==> src/rtl/hazard_scoreboard.sv <==
// Register-write hazard scoreboard: one 2-bit pending-write counter per GPR x1..x31.
// Optional stall statistics counter enabled by defining SCOREBOARD_STATS_EN.
module hazard_scoreboard #(
  parameter int MAX_INFL = 3
) (
  input  logic        clk,
  input  logic        rst,
  input  logic        id_valid_i,
  input  logic [4:0]  id_rs1_i,
  input  logic [4:0]  id_rs2_i,
  input  logic        id_use_rs1_i,
  input  logic        id_use_rs2_i,
  input  logic [4:0]  id_rd_i,
  input  logic        id_wr_rd_i,
  output logic        id_stall_o,
  input  logic        wb_valid_i,
  input  logic [4:0]  wb_rd_i,
  input  logic        flush_i,
`ifdef SCOREBOARD_STATS_EN
  output logic [31:0] stall_cnt_o,
`endif
  output logic        busy_o,
  output logic        err_o
);

  localparam logic [1:0] MaxCnt = 2'(MAX_INFL);

  logic [1:0]  cnt_q [1:31];
  logic [1:0]  cnt_d [1:31];
  logic        err_q, err_d;

  logic [31:0] pend_vec;
  logic [31:0] full_vec;
  logic [31:0] issue_vec;
  logic [31:0] retire_vec;

  logic        rs1_hit, rs2_hit, rd_full;
  logic        issue, retire;
  logic        underflow;

  // x0 never has a counter, so its pending/full bits are tied low.
  assign pend_vec[0] = 1'b0;
  assign full_vec[0] = 1'b0;

  generate
    for (genvar gi = 1; gi < 32; gi++) begin : g_vec
      assign pend_vec[gi] = (cnt_q[gi] != 2'd0);
      assign full_vec[gi] = (cnt_q[gi] == MaxCnt);
    end
  endgenerate

  // Stall looks only at registered counters; a same-cycle retire does not bypass.
  assign rs1_hit = id_use_rs1_i & (id_rs1_i != 5'd0) & pend_vec[id_rs1_i];
  assign rs2_hit = id_use_rs2_i & (id_rs2_i != 5'd0) & pend_vec[id_rs2_i];
  assign rd_full = id_wr_rd_i   & (id_rd_i  != 5'd0) & full_vec[id_rd_i];

  assign id_stall_o = id_valid_i & (rs1_hit | rs2_hit | rd_full);

  assign issue  = id_valid_i & ~id_stall_o & id_wr_rd_i & (id_rd_i != 5'd0);
  assign retire = wb_valid_i & (wb_rd_i != 5'd0);

  assign issue_vec  = issue  ? (32'd1 << id_rd_i) : 32'd0;
  assign retire_vec = retire ? (32'd1 << wb_rd_i) : 32'd0;

  always_comb begin
    underflow = 1'b0;
    for (int i = 1; i < 32; i++) begin
      cnt_d[i] = cnt_q[i];
      if (flush_i) begin
        cnt_d[i] = 2'd0;
      end else if (issue_vec[i] && !retire_vec[i]) begin
        cnt_d[i] = cnt_q[i] + 2'd1;
      end else if (retire_vec[i] && !issue_vec[i]) begin
        if (cnt_q[i] == 2'd0) begin
          underflow = 1'b1;
        end else begin
          cnt_d[i] = cnt_q[i] - 2'd1;
        end
      end
    end
  end

  // A retire swallowed by a flush is discarded, so it cannot raise the error.
  assign err_d = err_q | (underflow & ~flush_i);

  always_ff @(posedge clk or negedge rst) begin
    if (!rst) begin
      for (int i = 1; i < 32; i++) begin
        cnt_q[i] <= 2'd0;
      end
      err_q <= 1'b0;
    end else begin
      for (int i = 1; i < 32; i++) begin
        cnt_q[i] <= cnt_d[i];
      end
      err_q <= err_d;
    end
  end

  assign busy_o = |pend_vec;
  assign err_o  = err_q;

`ifdef SCOREBOARD_STATS_EN
  logic [31:0] stall_cnt_q, stall_cnt_d;

  assign stall_cnt_d = stall_cnt_q + {31'd0, id_stall_o};

  always_ff @(posedge clk or negedge rst) begin
    if (!rst) begin
      stall_cnt_q <= 32'd0;
    end else begin
      stall_cnt_q <= stall_cnt_d;
    end
  end

  assign stall_cnt_o = stall_cnt_q;
`endif

endmodule

==> config.mk <==
export PLATFORM = sky130hd
export DESIGN_NAME = hazard_scoreboard
export DESIGN_NICKNAME = d
export VERILOG_FILES = /design/src/rtl/hazard_scoreboard.sv
export SDC_FILE = /design/constraint.sdc
export NUM_CORES = 1
export LEC_CHECK = 0
export ABC_AREA = 1
export CORE_MARGIN = 2
export CORE_UTILIZATION = 40
export CTS_BUF_LIST = sky130_fd_sc_hd__clkbuf_8
export DETAILED_ROUTE_END_ITERATION = 8
export MAX_ROUTING_LAYER = met4
export SETUP_SLACK_MARGIN = 0.2
export SYNTH_ARGS = -nofsm -noshare
export SYNTH_HDL_FRONTEND = slang
export SYNTH_SLANG_ARGS = --single-unit
export TNS_END_PERCENT = 20
==> constraint.sdc <==
create_clock -name clk -period 2.39 [get_ports clk]
set_input_delay 0.3585 -clock clk [delete_from_list [all_inputs] [get_ports clk]]
set_output_delay 0.3585 -clock clk [all_outputs]
set_load 0.005 [all_outputs]
### Word-level counts from Yosys, hierarchy flattened

Index checks and enable logic that the tools add are counted.

| cells by class | value |
|---|---|
| $add $sub $neg | 62 |
| magnitude comparators | 3 |
| equal/unequal tests | 62 |
| shift operators | 2 |
| multiplexer cells | 256 |
| bitwise logic cells | 17 |
| reductions and logical operators | 253 |

Operators by type and width:

| cell | number |
|---|---|
| 2-bit 2-to-1 mux | 124 |
| 1-bit 2-to-1 mux | 127 |
| 3-bit != test, second input constant | 31 |
| 3-bit nonzero test | 31 |
| 32-bit 2-to-1 mux | 2 |
| 1-bit by 5-bit left shift with 32-bit output, first input constant | 2 |
| 2-bit by 1-bit adder with 2-bit output, second input constant | 31 |
| 2-bit equality test, second input constant | 31 |
| 1-bit logical AND | 62 |
| 1-bit zero test | 62 |
| 2-bit zero test | 31 |
| 2-bit AND reduction | 31 |
| 2-bit nonzero test | 31 |
| 2-bit by 1-bit subtractor with 2-bit output, second input constant | 31 |
| 31-bit OR reduction | 1 |
| 5-bit nonzero test | 4 |
| 5-bit by 6-bit less-than comparator with 1-bit output, second input constant | 3 |
| 1-bit binary-select mux with 5-bit select | 3 |
| 1-bit AND | 12 |
| 1-bit bitwise OR | 3 |
| 1-bit inverter | 2 |

| word-level totals | value |
|---|---|
| bits in registers | 63 |
| bits of input ports | 28 |
| output and inout port bits | 3 |
| word-level logic and storage cells | 687 |

### Logic depth before layout (Yosys ltp)

Gate-level depths: netlist of the first run.

| depth | value |
|---|---|
| depth after elaboration | 139 |
| gate-level depth with buffers | 23 |
| depth with buffers taken out | 21 |

### Worst setup path before layout of the first run

No wires, ideal clock.

| timing | value |
|---|---|
| kind | input to register |
| from | input id_rs2_i[0] |
| to | register err_q, in the netlist err_o |
| setup time | 117 ps |
| arrival | 2,164 ps |
| required time | 2,273 ps |
| slack | 109 ps |
| stages on the path | 21 |
| buffers on the path | 3 |
| cells stage by stage | clkbuf_2 inv_2 buf_2 nor2_1 o21ai_0 nor2_1 nand2_1 nand3_1 nand2_1 nand2_1 nor2_4 buf_6 nand3_1 nand3_1 nand2_1 nor2_1 nand2_1 nor2_1 nand2_1 nand2_1 nand2_1 |

| between the ends | value |
|---|---|
| cells in the longest elaborated chain, start to end | 138 |
| elaborated cells between the ends (all ways) | 231 |
| those cells by class | mux: 126; bitwise: 11; reduce/logical: 94 |

RTL lines:

| what | line | text |
|---|---|---|
| start: declaration | 10 | `input logic [4:0] id_rs2_i,` |
| 1-bit binary-select mux with 5-bit select or 5-bit nonzero test (tied branches) | 54 | `assign rs2_hit = id_use_rs2_i & (id_rs2_i != 5'd0) & pend_vec[id_rs2_i];` |
| 1-bit 2-to-1 mux (not written as such) or 1-bit AND (tied branches) | 54 |  |
| 1-bit AND * | 54 |  |
| 1-bit bitwise OR * (2 in series) | 57 | `assign id_stall_o = id_valid_i & (rs1_hit \| rs2_hit \| rd_full);` |
| 1-bit AND * | 57 |  |
| 1-bit inverter * | 59 | `assign issue = id_valid_i & ~id_stall_o & id_wr_rd_i & (id_rd_i != 5'd0);` |
| 1-bit AND * (3 in series) | 59 |  |
| 32-bit 2-to-1 mux * | 62 | `assign issue_vec = issue ? (32'd1 << id_rd_i) : 32'd0;` |
| [120 not listed] | n/a |  |
| 1-bit 2-to-1 mux | 69 | `if (flush_i) begin` |
| 1-bit 2-to-1 mux | 74 | `if (cnt_q[i] == 2'd0) begin` |
| 1-bit 2-to-1 mux | 73 | `end else if (retire_vec[i] && !issue_vec[i]) begin` |
| 1-bit 2-to-1 mux | 71 | `end else if (issue_vec[i] && !retire_vec[i]) begin` |
| 1-bit 2-to-1 mux * | 69 |  |
| 1-bit AND * | 84 | `assign err_d = err_q \| (underflow & ~flush_i);` |
| 1-bit bitwise OR * | 84 |  |
| net err_d | 30 | `logic err_q, err_d;` |
| end signal: assignment | 96 | `err_q <= err_d;` |
| end: declaration | 30 |  |

The timed path passes the listed nets; every way through them passes the cells marked *. The select of a mux whose other input is x is not followed.
A chain may end at the register's enable or synchronous reset.

### Final worst setup path of the first run

| timing | value |
|---|---|
| from | register cnt_q[2] in the netlist's numbering |
| to | register cnt_q[48] in the netlist's numbering |

| between the ends | value |
|---|---|
| cells in the longest elaborated chain, start to end | 16 |
| elaborated cells between the ends (all ways) | 27 |
| those cells by class | eq/ne: 2; mux: 9; bitwise: 10; reduce/logical: 6 |

RTL lines:

| what | line | text |
|---|---|---|
| start: declaration | 28 | `logic [1:0] cnt_q [1:31];` |
| start signal: indexed assignment | 94 | `cnt_q[i] <= cnt_d[i];` |
| 2-bit nonzero test | 47 | `assign pend_vec[gi] = (cnt_q[gi] != 2'd0);` |
| 1-bit binary-select mux with 5-bit select (on tied branches) | 53, 54 |  |
| 1-bit 2-to-1 mux (on tied branches) | 53, 54 |  |
| 1-bit AND (on tied branches) | 53, 54 |  |
| 1-bit bitwise OR | 57 |  |
| 1-bit bitwise OR * | 57 |  |
| 1-bit AND * | 57 |  |
| 1-bit inverter * | 59 |  |
| 1-bit AND * (3 in series) | 59 |  |
| 32-bit 2-to-1 mux * | 62 |  |
| 1-bit zero test | 73 |  |
| 1-bit logical AND | 73 |  |
| 3-bit nonzero test (no line) | n/a |  |
| 2-bit AND reduction (no line) | n/a |  |

Mark *: on every way between the ends. The rest lies on a longest branch, timed or not. The select of a mux whose other input is x is not followed.

==> results.sh, run 1 <==
export IMPL_grt_ovfl_total=0
export IMPL_grt_pass1_wl_um=37700
export IMPL_rsz0062_at_grt="true"
export IMPL_synth_area_per_cell_sq_um=5.83
export IMPL_drc=0
export IMPL_setup_viol_count_final=65
export IMPL_hold_viol_final=17
export IMPL_globalRouteTotalUtil=0.314
export IMPL_maxCapViolations=0
export IMPL_wl_per_cell_um=16.8
export IMPL_slew_viol_final=0
export IMPL_start_util=0.410
export IMPL_htreeDepth=3
export IMPL_ys_warn_count=0
export IMPL_outcome="finished, violations left"
export IMPL_fp_dieW_um=126
export IMPL_clock_skew_ps=12.5
export IMPL_fp_dieArea_sq_mm=0.0159
export IMPL_p_leak_nw=4.24
export IMPL_port_buffers=30
export IMPL_worst_path_stages=19
export IMPL_seq_area_sq_mm=0.00158
export IMPL_numCtsBuffers=9
export IMPL_ys_ff_latch=63
export IMPL_r2r_slack_ps=-410
export IMPL_cts_clk_slew_worst_paths_ps=80
export IMPL_cts_sink_count=63
export IMPL_antenna_found_initial=0
export IMPL_violations="negative hold slack, negative setup slack"
export IMPL_cp_top_family="simple AND/OR/NAND/NOR gates"
export IMPL_critical_path_slowest_cell="dfrtp_1"
export IMPL_synth_cells=1021
export IMPL_drtPass1Iterations=7
export IMPL_fmax_ghz=0.357
export IMPL_drive_above_1_share=0.295
export IMPL_tightest_slew_ps=509
export IMPL_post_route_util=0.611
export IMPL_critPathCaptureType="flop"
export IMPL_crit_top_cell="nand3_1"
export IMPL_ctsHoldBuffers=0
export IMPL_p_per_area_mw_per_mm2=403
export IMPL_nNetsFinal=1285
export IMPL_root_buffer="clkbuf_8"
export IMPL_die_h_um=126
export IMPL_multi_input_area_sq_mm=0.00403
export IMPL_clockBufferDepth=2
export IMPL_grt_max_degree=64
export IMPL_rows=44
export IMPL_drt_iter0_markers=757
export IMPL_grt_pass1_vias=7068
export IMPL_synthToLayoutAreaGrowth_pct=49.1
export IMPL_clk_latency_ps=380
export IMPL_boundaryPins=31
export IMPL_yosysUniqueCellTypes=39
export IMPL_core_area_sq_mm=0.0145
export IMPL_gp_congestion=1.02
export IMPL_dp_hpwl_um=18800
export IMPL_syn_area_sq_mm=0.00595
export IMPL_slew_headroom=0.659
export IMPL_cp_max_fo=8
export IMPL_vias=7771
export IMPL_holdWs_ps=-52.5
export IMPL_setup_slack_ps=-415
export IMPL_synth_seq_area_share=0.265
export IMPL_criticalPathCategory="flop to flop"
export IMPL_r2r_cells=19
export IMPL_period_needed_ps=2800
export IMPL_cp_buffers_inverters=5
export IMPL_holdCritPathClass="input port to async pin"
export IMPL_syn_nets=1049
export IMPL_crit_arrival_ps=3110
export IMPL_final_antenna_net_count=0
export IMPL_diodes=0
export IMPL_cp_start_kind="flop"
export IMPL_tritoncts="done"
export IMPL_setup_tns_final_ps=-15400
export IMPL_fillers=1450
export IMPL_vdd_drop_max_mv=0.334
export IMPL_worstPathCellList="buf_4, buf_4, nand2_1, a21oi_1, nand3_1, nand3_1, nand2_1, nand2_1, nand3_1, nand2_2, nor2_4, buf_6, buf_12, nand4_1, buf_4, or2_4, o211ai_1, nand3_1, o21ai_1"
export IMPL_timing_final_crit_share=1.17
export IMPL_vias_per_cell=5.37
export IMPL_drt_total_wl_um=24300
export IMPL_crit_required_ps=2690
export IMPL_slowest_delay_ps=390
through the flow:
stage	cells	setup slack, ps	hold slack [ps]	power (W)	area, sq um
4_1_cts	1437	-286	1.24	0.00351	8560
3_5_place_dp	1411	-847	410	0.00229	8020
6_report	1446	-415	-52.5	0.00358	8870
2_1_floorplan	1021	202	62.9	0.00171	6030
5_1_grt	1446	-573	37.4	0.00375	8870
3_3_place_gp	1411	-889	408	0.00228	8020
per-layer routing:
metal	vias up	share of wire	GRT usage
li1	3816	-	-
met1	3576	0.43	0.411
met2	311	0.45	0.483
met3	68	0.079	0.0463
met4	0	0.048	0.138
met5	-	0	-
worst register-to-register path, delay by kind of cell, from the launching register on:
kind | cells | cell delay, ps
buffers and inverters | 5 | 760
AO/OA/AOI/OAI | 3 | 300
AND/OR/NAND/NOR | 11 | 1280
flip-flops | 1 | 390
power by group:
part	total (W)	internal (W)	leakage (nW)	switching (W)
logic	0.00128	0.000573	3.29	0.000710
clock network	0.00114	0.000642	0.112	0.000495
registers	0.00116	0.00112	0.831	0.0000342
layout by cell type, fill, tap and decap left out, drive strengths merged, types with 2 or more instances in the layout:
master and instances:
inv 159, nand4 24, or2 19, dlygate4sd2 6, o22ai 11, clkbuf 11
nand3 154, a31oi 3, nor3 20, clkinv 4, xnor2 2, nand2 260
clkdlybuf4s50 20, nor2 125, bufinv 2, buf 231, o211ai 12, clkinvlp 2
nor4 10, o21ai 81, nand3b 8, a21oi 30, dfrtp 63
cells in the mapped netlist, drive strengths merged:
master  count  share of area
nand2     260           0.16
dfrtp      63           0.26
xnor2       2         0.0029
o211a       1         0.0017
buf        16          0.017
nand4      24          0.029
o22ai      11          0.012
o221a       1         0.0019
inv       159           0.10
nand3b      8          0.012
o41ai       1         0.0015
clkbuf     17          0.011
o31ai       1         0.0013
o211ai     12          0.018
or2        19          0.020
nor2      125          0.082
clkinv      3         0.0019
o21ai      81          0.069
a31oi       3         0.0032
nor4       10          0.011
a21oi      30          0.026
nor3       20          0.017
nand3     154           0.13
cells by family after synthesis:
logic type             share of synthesized area
XOR/XNOR                                 0.00294
buffers and inverters                      0.130
AO/OA/AOI/OAI                              0.134
AND/OR/NAND/NOR                            0.468
flip-flops                                 0.265
registers in the layout, indices dropped and copies added, names as in the netlist:
| register | count |
|---|---|
| err_o | 1 |
| cnt_q | 62 |
worst paths after layout:
check	startpoint	end
max	cnt_q[2]$_DFFE_PN0P_	cnt_q[48]$_DFFE_PN0P_
min	rst	cnt_q[51]$_DFFE_PN0P_
max reg2reg	cnt_q[2]$_DFFE_PN0P_	cnt_q[48]$_DFFE_PN0P_
min reg2reg	cnt_q[55]$_DFFE_PN0P_	cnt_q[55]$_DFFE_PN0P_
max in group asynchronous	rst	cnt_q[12]$_DFFE_PN0P_
min in group clk	cnt_q[55]$_DFFE_PN0P_	cnt_q[55]$_DFFE_PN0P_
what timing repair did:
| item | CTS | global route |
|---|---|---|
| gates cloned | 1 | 0 |
| setup buffers | 9 | 9 |
| pin swaps | 23 | 43 |
| resized for setup | 87 | 84 |
| setup endpoints to repair | 65 | 65 |
layout make-up:
| type | count | share of cell area |
|---|---|---|
| multi-input cells | 763 | 0.454 |
| repair buffers | 258 | 0.246 |
| flip-flops and latches | 63 | 0.178 |
| inverters | 162 | 0.0692 |
| well taps | 184 | 0.0259 |
| clock buffers | 11 | 0.0171 |
| clock inverters | 5 | 0.00902 |
(Power assumes the default switching activity.)
==> run 2, diff against run 1 <==
- CELL_PAD_IN_SITES_DETAIL_PLACEMENT: not set -> 0
- CELL_PAD_IN_SITES_GLOBAL_PLACEMENT: not set -> 2
- CORE_UTILIZATION: 40 -> 30
- HOLD_SLACK_MARGIN: not set -> 0.1
- PLACE_DENSITY_LB_ADDON: not set -> 0.1
==> results.sh, run 2 (synthesis gave the netlist of run 1 again) <==
export IMPL_drtPass1Iterations=5
export IMPL_fp_dieArea_sq_mm=0.0210
export IMPL_p_leak_nw=4.22
export IMPL_grt_pass1_vias=6907
export IMPL_worstPathCellList="clkdlybuf4s50_1, clkinv_2, buf_6, o211ai_1, nand3_1, nand3_1, a21oi_1, nor2_1, buf_4, nor2_4, buf_12, buf_4, nor2_2, buf_2"
export IMPL_dp_hpwl_um=21100
export IMPL_final_antenna_net_count=0
export IMPL_cts_clk_slew_worst_paths_ps=90
export IMPL_start_util=0.306
export IMPL_globalRouteTotalUtil=0.264
export IMPL_synthToLayoutAreaGrowth_pct=47.0
export IMPL_timing_final_crit_share=1.12
export IMPL_crit_required_ps=2030
export IMPL_slew_headroom=0.634
export IMPL_diodes=0
export IMPL_root_buffer="clkbuf_8"
export IMPL_drt_total_wl_um=26000
export IMPL_tritoncts="done"
export IMPL_critPathCaptureType="output pin"
export IMPL_tightest_slew_ps=549
export IMPL_drt_iter0_markers=447
export IMPL_p_per_area_mw_per_mm2=406
export IMPL_holdWs_ps=481
export IMPL_setup_tns_final_ps=-6820
export IMPL_r2r_slack_ps=-260
export IMPL_r2r_end="cnt_q[30]$_DFFE_PN0P_"
export IMPL_violations="negative setup slack"
export IMPL_grt_max_degree=47
export IMPL_htreeDepth=3
export IMPL_vias=7368
export IMPL_layout_common_cells="nand2_1 (247), buf_4 (213), inv_1 (146)"
export IMPL_grt_pass1_wl_um=39400
export IMPL_cp_max_fo=9
export IMPL_fmax_ghz=0.373
export IMPL_slew_viol_final=0
export IMPL_critical_path_slowest_cell="clkdlybuf4s50_1"
export IMPL_fp_dieW_um=145
export IMPL_final_area_sq_mm=0.00875
export IMPL_numCtsBuffers=9
export IMPL_drive_above_1_share=0.257
export IMPL_clockBufferDepth=2
export IMPL_regMostFlops="cnt_q"
export IMPL_port_buffers=30
export IMPL_cp_top_family="buffers and inverters"
export IMPL_criticalPathCategory="input port to output pin"
export IMPL_core_area_sq_mm=0.0195
export IMPL_setup_worst_path_start="id_rs1_i[1]"
export IMPL_period_needed_ps=2680
export IMPL_vdd_drop_max_mv=0.241
export IMPL_setup_slack_ps=-291
export IMPL_die_h_um=145
export IMPL_final_common_cell="nand2_1"
export IMPL_drc=0
export IMPL_gp_congestion=0.969
export IMPL_p_int_w=0.00227
export IMPL_clkPwrFrac=0.319
export IMPL_largest_register_ffs=62
export IMPL_hold_viol_final=0
export IMPL_clock_skew_ps=14.9
export IMPL_setup_viol_count_final=57
export IMPL_grt_ovfl_total=0
export IMPL_dpl_cell_area_sq_mm=0.00825
export IMPL_maxCapViolations=0
export IMPL_vias_per_cell=4.81
export IMPL_comb_power_share=0.356
export IMPL_worst_path_stages=14
export IMPL_crit_arrival_ps=2320
export IMPL_p_switching_w=0.00128
export IMPL_cp_start_kind="input port"
export IMPL_cp_buffers_inverters=7
export IMPL_rsz0062_at_grt="true"
export IMPL_r2r_cells=17
export IMPL_rows=51
export IMPL_cts_sink_count=63
export IMPL_slowest_delay_ps=500
export IMPL_nNetsFinal=1290
export IMPL_seqPwrFrac=0.326
export IMPL_outcome="finished, violations left"
export IMPL_reg2reg_from="cnt_q[45]$_DFFE_PN0P_"
export IMPL_holdCritPathClass="input port to async pin"
export IMPL_clk_latency_ps=390
export IMPL_cp_endpoint="id_stall_o"
export IMPL_antenna_found_initial=0
export IMPL_switching_share=0.360
export IMPL_wl_per_cell_um=17.0
export IMPL_boundaryPins=31
run 2: cell types whose count changed in the layout (fill, tap and decap cells not counted), moves of 5 or more:
cell     delta
a21oi_1     +5
a21oi_2     -5
buf_4      +11
buf_6       -8
nand2_1    +10
nand2_2     -8
nand3_1    +16
nand3_2    -14
nor2_1      +6
nor2_4      -5
o21ai_0    +15
o21ai_1    -11
or2_4       -5
run 2: through the flow:
step	setup slack (ps)	std cells	total power, W	util
6_report	-291	1532	0.00355	0.450
2_1_floorplan	202	1021	0.00171	-
5_1_grt	-464	1532	0.00375	0.450
3_5_place_dp	-875	1505	0.00234	0.424
4_1_cts	-247	1528	0.00355	0.444
3_3_place_gp	-872	1505	0.00235	0.424
run 2: final cells by class:
| cell class | count | area (sq um) |
|---|---|---|
| clock inverters | 7 | 97.6 |
| flip-flops and latches | 63 | 1580 |
| multi-input cells | 763 | 3800 |
| fillers | 2191 | 10700 |
| well taps | 265 | 332 |
| inverters | 162 | 612 |
| clock buffers | 9 | 124 |
| repair buffers | 263 | 2200 |
run 2: how the worst min path moves through the flow:
| stage | from | to | slack [ps] | cells past startpoint |
|---|---|---|---|---|
| after global routing | rst | cnt_q[42]$_DFFE_PN0P_ | 530 | 2 |
| after detailed placement | rst | cnt_q[42]$_DFFE_PN0P_ | 370 | 1 |
| after CTS | rst | cnt_q[36]$_DFFE_PN0P_ | 480 | 2 |
| after floorplan | rst | cnt_q[0]$_DFFE_PN0P_ | 60 | 0 |
| after global placement | rst | cnt_q[42]$_DFFE_PN0P_ | 360 | 1 |
| final | rst | cnt_q[36]$_DFFE_PN0P_ | 480 | 2 |
run 2: what timing repair did:
action,in CTS,in global routing
endpoints found under the setup margin,65,65
gates cloned,1,1
endpoints found under the hold margin,16,0
buffers inserted,5,3
hold buffers,1,0
gates resized for setup,53,25
pin swaps,11,7
run 2: metal layers:
metal / GRT usage / wire length (um)
met5: - / 0
met4: 0.0925 / 631
met3: 0.0352 / 1180
met2: 0.418 / 12000
met1: 0.347 / 12200
run 2: power groups by stage:
stage / clock [W] / combinational (W) / sequential (W)
finish: 0.00113 / 0.00126 / 0.00116
global route: 0.00120 / 0.00138 / 0.00116
CTS: 0.00116 / 0.00123 / 0.00116
detailed placement: 0 / 0.00117 / 0.00118
global placement: 0 / 0.00117 / 0.00118
floorplan: 0 / 0.000532 / 0.00117
